File: config.mk
export PLATFORM = sky130hd
export DESIGN_NAME = tour_sequencer
export DESIGN_NICKNAME = d
export VERILOG_FILES = /design/src/rtl/tour_sequencer.sv
export SDC_FILE = /design/constraint.sdc
export NUM_CORES = 1
export LEC_CHECK = 0
export CORE_MARGIN = 2
export CORE_UTILIZATION = 38
export CTS_BUF_LIST = sky130_fd_sc_hd__clkbuf_4 sky130_fd_sc_hd__clkbuf_8
export DETAILED_ROUTE_END_ITERATION = 12
export GPL_ROUTABILITY_DRIVEN = 0
export GPL_TIMING_DRIVEN = 0
export PLACE_DENSITY = 0.85
export SLEW_MARGIN = 5
export SYNTH_ARGS = -nofsm -noshare
export SYNTH_HDL_FRONTEND = slang
export SYNTH_SLANG_ARGS = --single-unit
File: constraint.sdc
create_clock -name clk -period 2.6 [get_ports clk]
set_clock_uncertainty 0.2 [all_clocks]
set_input_delay 0.26 -clock clk [delete_from_list [all_inputs] [get_ports clk]]
set_output_delay 0.26 -clock clk [all_outputs]
set_load 0.02 [all_outputs]
File: src/rtl/tour_sequencer.sv
// Knight's-tour command sequencer: splits each move into vertical and horizontal legs
// and muxes them with UART commands into cmd_proc. Optional watchdog: SEQ_WATCHDOG_EN.
module tour_sequencer #(
   parameter int NUM_MOVES = 24,
   parameter int WD_CYCLES = 8000000
) (
   input  logic        clk,
   input  logic        rst_n,
   input  logic        start_tour,
   input  logic [7:0]  move,
   output logic [4:0]  mv_indx,
   input  logic [15:0] cmd_UART,
   input  logic        cmd_rdy_UART,
   output logic        clr_cmd_rdy_UART,
   output logic [15:0] cmd,
   output logic        cmd_rdy,
   input  logic        clr_cmd_rdy,
   input  logic        send_resp,
   output logic [7:0]  resp,
   output logic        tour_err
);

   localparam logic [2:0] IDLE   = 3'd0;
   localparam logic [2:0] VERT   = 3'd1;
   localparam logic [2:0] WAIT_V = 3'd2;
   localparam logic [2:0] HORZ   = 3'd3;
   localparam logic [2:0] WAIT_H = 3'd4;

   localparam logic [7:0] NORTH = 8'h00;
   localparam logic [7:0] WEST  = 8'h3F;
   localparam logic [7:0] SOUTH = 8'h7F;
   localparam logic [7:0] EAST  = 8'hBF;

   localparam logic [7:0] RESP_MORE = 8'hA5;
   localparam logic [7:0] RESP_DONE = 8'h5A;

   localparam logic [4:0] LAST = 5'(NUM_MOVES - 1);

   logic [2:0] state;
   logic [2:0] nxt;
   logic       last;
   logic       wd_hit;
   logic [7:0] hdg_v;
   logic [7:0] hdg_h;
   logic [3:0] sq_v;
   logic [3:0] sq_h;

   assign last = (mv_indx == LAST);

   // Lowest set bit wins; an all-zero move falls through to bit 0.
   always_comb begin
      hdg_v = NORTH;
      sq_v  = 4'd2;
      hdg_h = EAST;
      sq_h  = 4'd1;
      casez (move)
         8'b???????1, 8'b00000000: begin
            hdg_v = NORTH; sq_v = 4'd2;
            hdg_h = EAST;  sq_h = 4'd1;
         end
         8'b??????10: begin
            hdg_v = NORTH; sq_v = 4'd2;
            hdg_h = WEST;  sq_h = 4'd1;
         end
         8'b?????100: begin
            hdg_v = NORTH; sq_v = 4'd1;
            hdg_h = WEST;  sq_h = 4'd2;
         end
         8'b????1000: begin
            hdg_v = SOUTH; sq_v = 4'd1;
            hdg_h = WEST;  sq_h = 4'd2;
         end
         8'b???10000: begin
            hdg_v = SOUTH; sq_v = 4'd2;
            hdg_h = WEST;  sq_h = 4'd1;
         end
         8'b??100000: begin
            hdg_v = SOUTH; sq_v = 4'd2;
            hdg_h = EAST;  sq_h = 4'd1;
         end
         8'b?1000000: begin
            hdg_v = SOUTH; sq_v = 4'd1;
            hdg_h = EAST;  sq_h = 4'd2;
         end
         8'b10000000: begin
            hdg_v = NORTH; sq_v = 4'd1;
            hdg_h = EAST;  sq_h = 4'd2;
         end
         default: begin
            hdg_v = NORTH; sq_v = 4'd2;
            hdg_h = EAST;  sq_h = 4'd1;
         end
      endcase
   end

   always_comb begin
      nxt = state;
      unique case (state)
         IDLE:    if (start_tour)  nxt = VERT;
         VERT:    if (clr_cmd_rdy) nxt = WAIT_V;
         WAIT_V:  if (send_resp)   nxt = HORZ;
         HORZ:    if (clr_cmd_rdy) nxt = WAIT_H;
         WAIT_H:  if (send_resp)   nxt = last ? IDLE : VERT;
         default: nxt = IDLE;
      endcase
      if (wd_hit) nxt = IDLE;
   end

   always_ff @(posedge clk) begin
      if (!rst_n) begin
         state   <= IDLE;
         mv_indx <= 5'd0;
      end else begin
         state <= nxt;
         if (wd_hit)
            mv_indx <= 5'd0;
         else if (state == IDLE && start_tour)
            mv_indx <= 5'd0;
         else if (state == WAIT_H && send_resp && !last)
            mv_indx <= mv_indx + 5'd1;
      end
   end

`ifdef SEQ_WATCHDOG_EN
   localparam logic [22:0] WD_LAST = 23'(WD_CYCLES - 1);

   logic [22:0] wd_cnt;
   logic        waiting;
   logic        err_q;

   assign waiting  = (state == WAIT_V) || (state == WAIT_H);
   assign wd_hit   = waiting && !send_resp && (wd_cnt == WD_LAST);
   assign tour_err = err_q;

   // Counter restarts whenever the state changes so each leg gets a full budget.
   always_ff @(posedge clk) begin
      if (!rst_n) begin
         wd_cnt <= 23'd0;
         err_q  <= 1'b0;
      end else begin
         err_q <= wd_hit;
         if (nxt != state)
            wd_cnt <= 23'd0;
         else if (waiting)
            wd_cnt <= wd_cnt + 23'd1;
         else
            wd_cnt <= 23'd0;
      end
   end
`else
   assign wd_hit   = 1'b0;
   assign tour_err = 1'b0;
`endif

   always_comb begin
      cmd              = cmd_UART;
      cmd_rdy          = 1'b0;
      clr_cmd_rdy_UART = 1'b0;
      resp             = RESP_MORE;
      unique case (state)
         IDLE: begin
            cmd              = cmd_UART;
            cmd_rdy          = cmd_rdy_UART;
            clr_cmd_rdy_UART = clr_cmd_rdy;
            resp             = RESP_DONE;
         end
         VERT: begin
            cmd     = {4'b0010, hdg_v, sq_v};
            cmd_rdy = 1'b1;
         end
         WAIT_V: begin
            cmd = {4'b0010, hdg_v, sq_v};
         end
         HORZ: begin
            cmd     = {4'b0011, hdg_h, sq_h};
            cmd_rdy = 1'b1;
         end
         WAIT_H: begin
            cmd  = {4'b0011, hdg_h, sq_h};
            resp = last ? RESP_DONE : RESP_MORE;
         end
         default: begin
            cmd     = cmd_UART;
            cmd_rdy = 1'b0;
         end
      endcase
   end

endmodule

==> qor.csv <==
stage,metric,value,unit
status,outcome,"complete, no violations",
clock_network,clock transition at the registers of the reported paths,0.05,ns
placement,Port Buf Inserts,60,
floorplan,chip height,53.5,µm
route,final wirelength,3.09,mm
clock_network,clk sink count,8,
power,Clock Power Share,14.5,%
timing,final setup violation count,0,
floorplan,die width,53.5,µm
yosys,"Seq/Total Area, Yosys",17.2,%
floorplan,io pins,62,
clock_network,cts hold-fix bufs,0,
route,drt drc,0,
yosys,"Distinct cells, synth",42,
route,total number of vias,1244,
yosys,Synth area leader,dfxtp_1,
setup_path,worst endpoint required time,2.14,ns
yosys,Synth Cell Area,930,µm²
yosys,post-synth top area share,17.2,%
timing,Fin Setup TNS,0,ns
finish,ANT cells,0,
timing,max-slew violations,0,
clock_network,Inserted Clock Buffers,3,
power,Reg power frac,20.1,%
finish,layout cell share with drive strength beyond 1,19.4,%
yosys,Post-synth ARST share,0,%
timing,Final min period,2.49,ns
global_route,Total Routing Usage GR,21.3,%
global_route,antenna violations before repair,0,
power,power per cell area,403,nW/µm²
setup_path,arrival time worst endpoint,2.03,ns
placement,HPWL Detailed,2.40,mm
yosys,"top cells by area, synth","dfxtp_1 (17%), a21oi_1 (10%), or2_2 (6.1%), buf_4 (5.7%), nor2_1 (5.2%)",
setup_path,critical path type,in -> out,
setup_path,nature of the critical path startpoint,input port,
floorplan,Core Rows,17,
route,DRT iter0 DRCs,35,
power,switching share of power,40.5,%
clock_network,clk_lat worst skew,0.25,ns
clock_network,Post-CTS Repair Setup Buffers,0,
setup_path,worst-path maximum fanout,5,
finish,area grow syn2layout,75.5,%
yosys,synthesis-stage register bit count,8,
yosys,synth warn,0,
timing,setup repair after global routing missed its margin,yes,
power,LEAKAGE,0.719,nW
timing,relative slew slack,58.0,%
timing,Final Hold Vio Count,0,
route,Routed Antenna Nets,0,
power,"Power, Total",0.657,mW
floorplan,core area,2250,µm²
yosys,Mapped Cells,139,
power,Logic pwr share,65.4,%
yosys,Post-synth EDFFs,0,
power,Peak supply drop,0.368,mV
finish,Non-Filler Instances,229,
yosys,ys flop type,dfxtp_1,
min_path,HP Class,reg -> reg,
route,post-DR vias/cell,5.43,
route,DR pass1 iterations,4,
power,Int Pwr,0.391,mW
clock_network,Max Buffers Root-to-Sink,2,
clock_network,Root Driver,clkbuf_4,
finish,Final Cell Area,1630,µm²
yosys,Avg Inst Size Synth,6.69,µm²
finish,Layout Nets,234,
floorplan,Initial Utilization,41.2,%
timing,Final period util,95.6,%
power,switching power,0.266,mW
clock_network,CTS tree,built,
global_route,vias in the first global route,1084,
global_route,pin count of the biggest net entering global routing,11,
global_route,first-pass GRT wire length,4.56,mm
setup_path,Setup crit end kind,output pin,
timing,worst slew pin tran,0.624,ns
finish,Util after Layout,72.4,%
timing,fmax,402,MHz
global_route,grt ovf,0,
floorplan,total die area,2860,µm²
yosys,syn_nets,170,
clock_network,H-Tree Depth,1,
placement,area post-placement,1570,µm²
flow_run,Max Cap Viol,0,
placement,placed cell count,227,
route,WL/cell,13.5,µm
## stage by stage
stage          setup WS [ns]  hold WS [ns]
3_5_place_dp          -0.422         0.307
3_3_place_gp          -0.411         0.280
2_1_floorplan          0.530         0.205
4_1_cts              0.00705         0.314
5_1_grt             -0.00634         0.369
6_report               0.114         0.312
## power groups by stage
stage / Clock (mW) / Combinational, mW / Sequential [mW]
2_1_floorplan: 0 / 0.237 / 0.132
3_3_place_gp: 0 / 0.434 / 0.133
3_5_place_dp: 0 / 0.442 / 0.133
4_1_cts: 0.0985 / 0.431 / 0.131
5_1_grt: 0.112 / 0.461 / 0.132
6_report: 0.0953 / 0.430 / 0.132
## per-layer routing
metal | up-vias | global-route usage (%) | part of all wire, %
met2 | 47 | 38.1 | 48
met3 | 2 | 5.37 | 7.7
met4 | 0 | 2.99 | 0.45
met1 | 585 | 25.7 | 44
li1 | 610 | - | -
met5 | - | 0 | 0
## synth_stat cells (3+ instances only)
master and count:
a21oi_1 19, nor2_1 13, nand2_1 12, or2_2 9
dfxtp_1 8, nor3_1 8, buf_4 7, clkbuf_1 6
nor2b_1 6, o21ai_0 6, inv_1 3, nor3b_1 3
## path summary, 6_finish.rpt
check | start | endpoint | slack (ns) | depth (start not counted)
max | move[7] | cmd[1] | 0.11 | 7
min | mv_indx[3]$_SDFFE_PP0P_ | mv_indx[3]$_SDFFE_PP0P_ | 0.31 | 2
max reg2reg | state[0]$_SDFFE_PN0P_ | mv_indx[3]$_SDFFE_PP0P_ | 0.79 | 4
min reg2reg | mv_indx[3]$_SDFFE_PP0P_ | mv_indx[3]$_SDFFE_PP0P_ | 0.31 | 2
## layout make-up
cell class | count | area [µm²]
multi-input combinational | 113 | 718
fill | 190 | 623
timing repair buffer | 60 | 597
sequential | 8 | 160
buffer | 14 | 87.6
tap | 28 | 35.0
clock buffer | 3 | 22.5
inverter | 3 | 11.3
## layout by cell type, fill, tap and decap left out, types with 2 or more instances in the layout
| cell type | n |
|---|---|
| nand3_1 | 2 |
| clkbuf_1 | 4 |
| nor2b_1 | 6 |
| clkbuf_4 | 4 |
| a21boi_0 | 2 |
| clkbuf_2 | 5 |
| or2_2 | 9 |
| buf_4 | 9 |
| a21oi_1 | 19 |
| clkdlybuf4s50_1 | 43 |
| xor2_1 | 2 |
| nand4_1 | 2 |
| nand2b_1 | 2 |
| o31a_1 | 2 |
| a31oi_1 | 2 |
| nor2_1 | 12 |
| dlymetal6s2s_1 | 8 |
| nand2_1 | 12 |
| nor3b_1 | 3 |
| inv_1 | 3 |
| o21ai_0 | 6 |
| nor3_2 | 2 |
| dfxtp_1 | 8 |
| nor3_1 | 7 |
## sequential cells by signal, indices dropped and copies added, names as in the netlist
| register | cells |
|---|---|
| state | 3 |
| mv_indx | 5 |
## worst max-delay path, cell delays in order
cell             delay [ns]
clkdlybuf4s50_1        0.46
nor2_1                 0.05
o31a_1                 0.26
or3_4                  0.37
mux2_4                 0.31
nor3_2                 0.15
buf_4                  0.16
## timing repair
| action | CTS | global route |
|---|---|---|
| gates resized for setup | 22 | 29 |
| pin swaps | 0 | 1 |
| endpoints found under the setup margin | 24 | 22 |
## logic make-up after synthesis
family / Yosys count / synth area share, %
muxes: 2 / 2.69
and+or+nand+nor: 64 / 36.5
DFF: 8 / 17.2
xor gates and xnor gates: 4 / 3.77
other: 1 / 0.403
adders and majority gates: 1 / 1.35
AOI/OAI and AO/OA: 41 / 27.9
buffers and inverters: 18 / 10.2
Power figures use the tool's default switching activity.
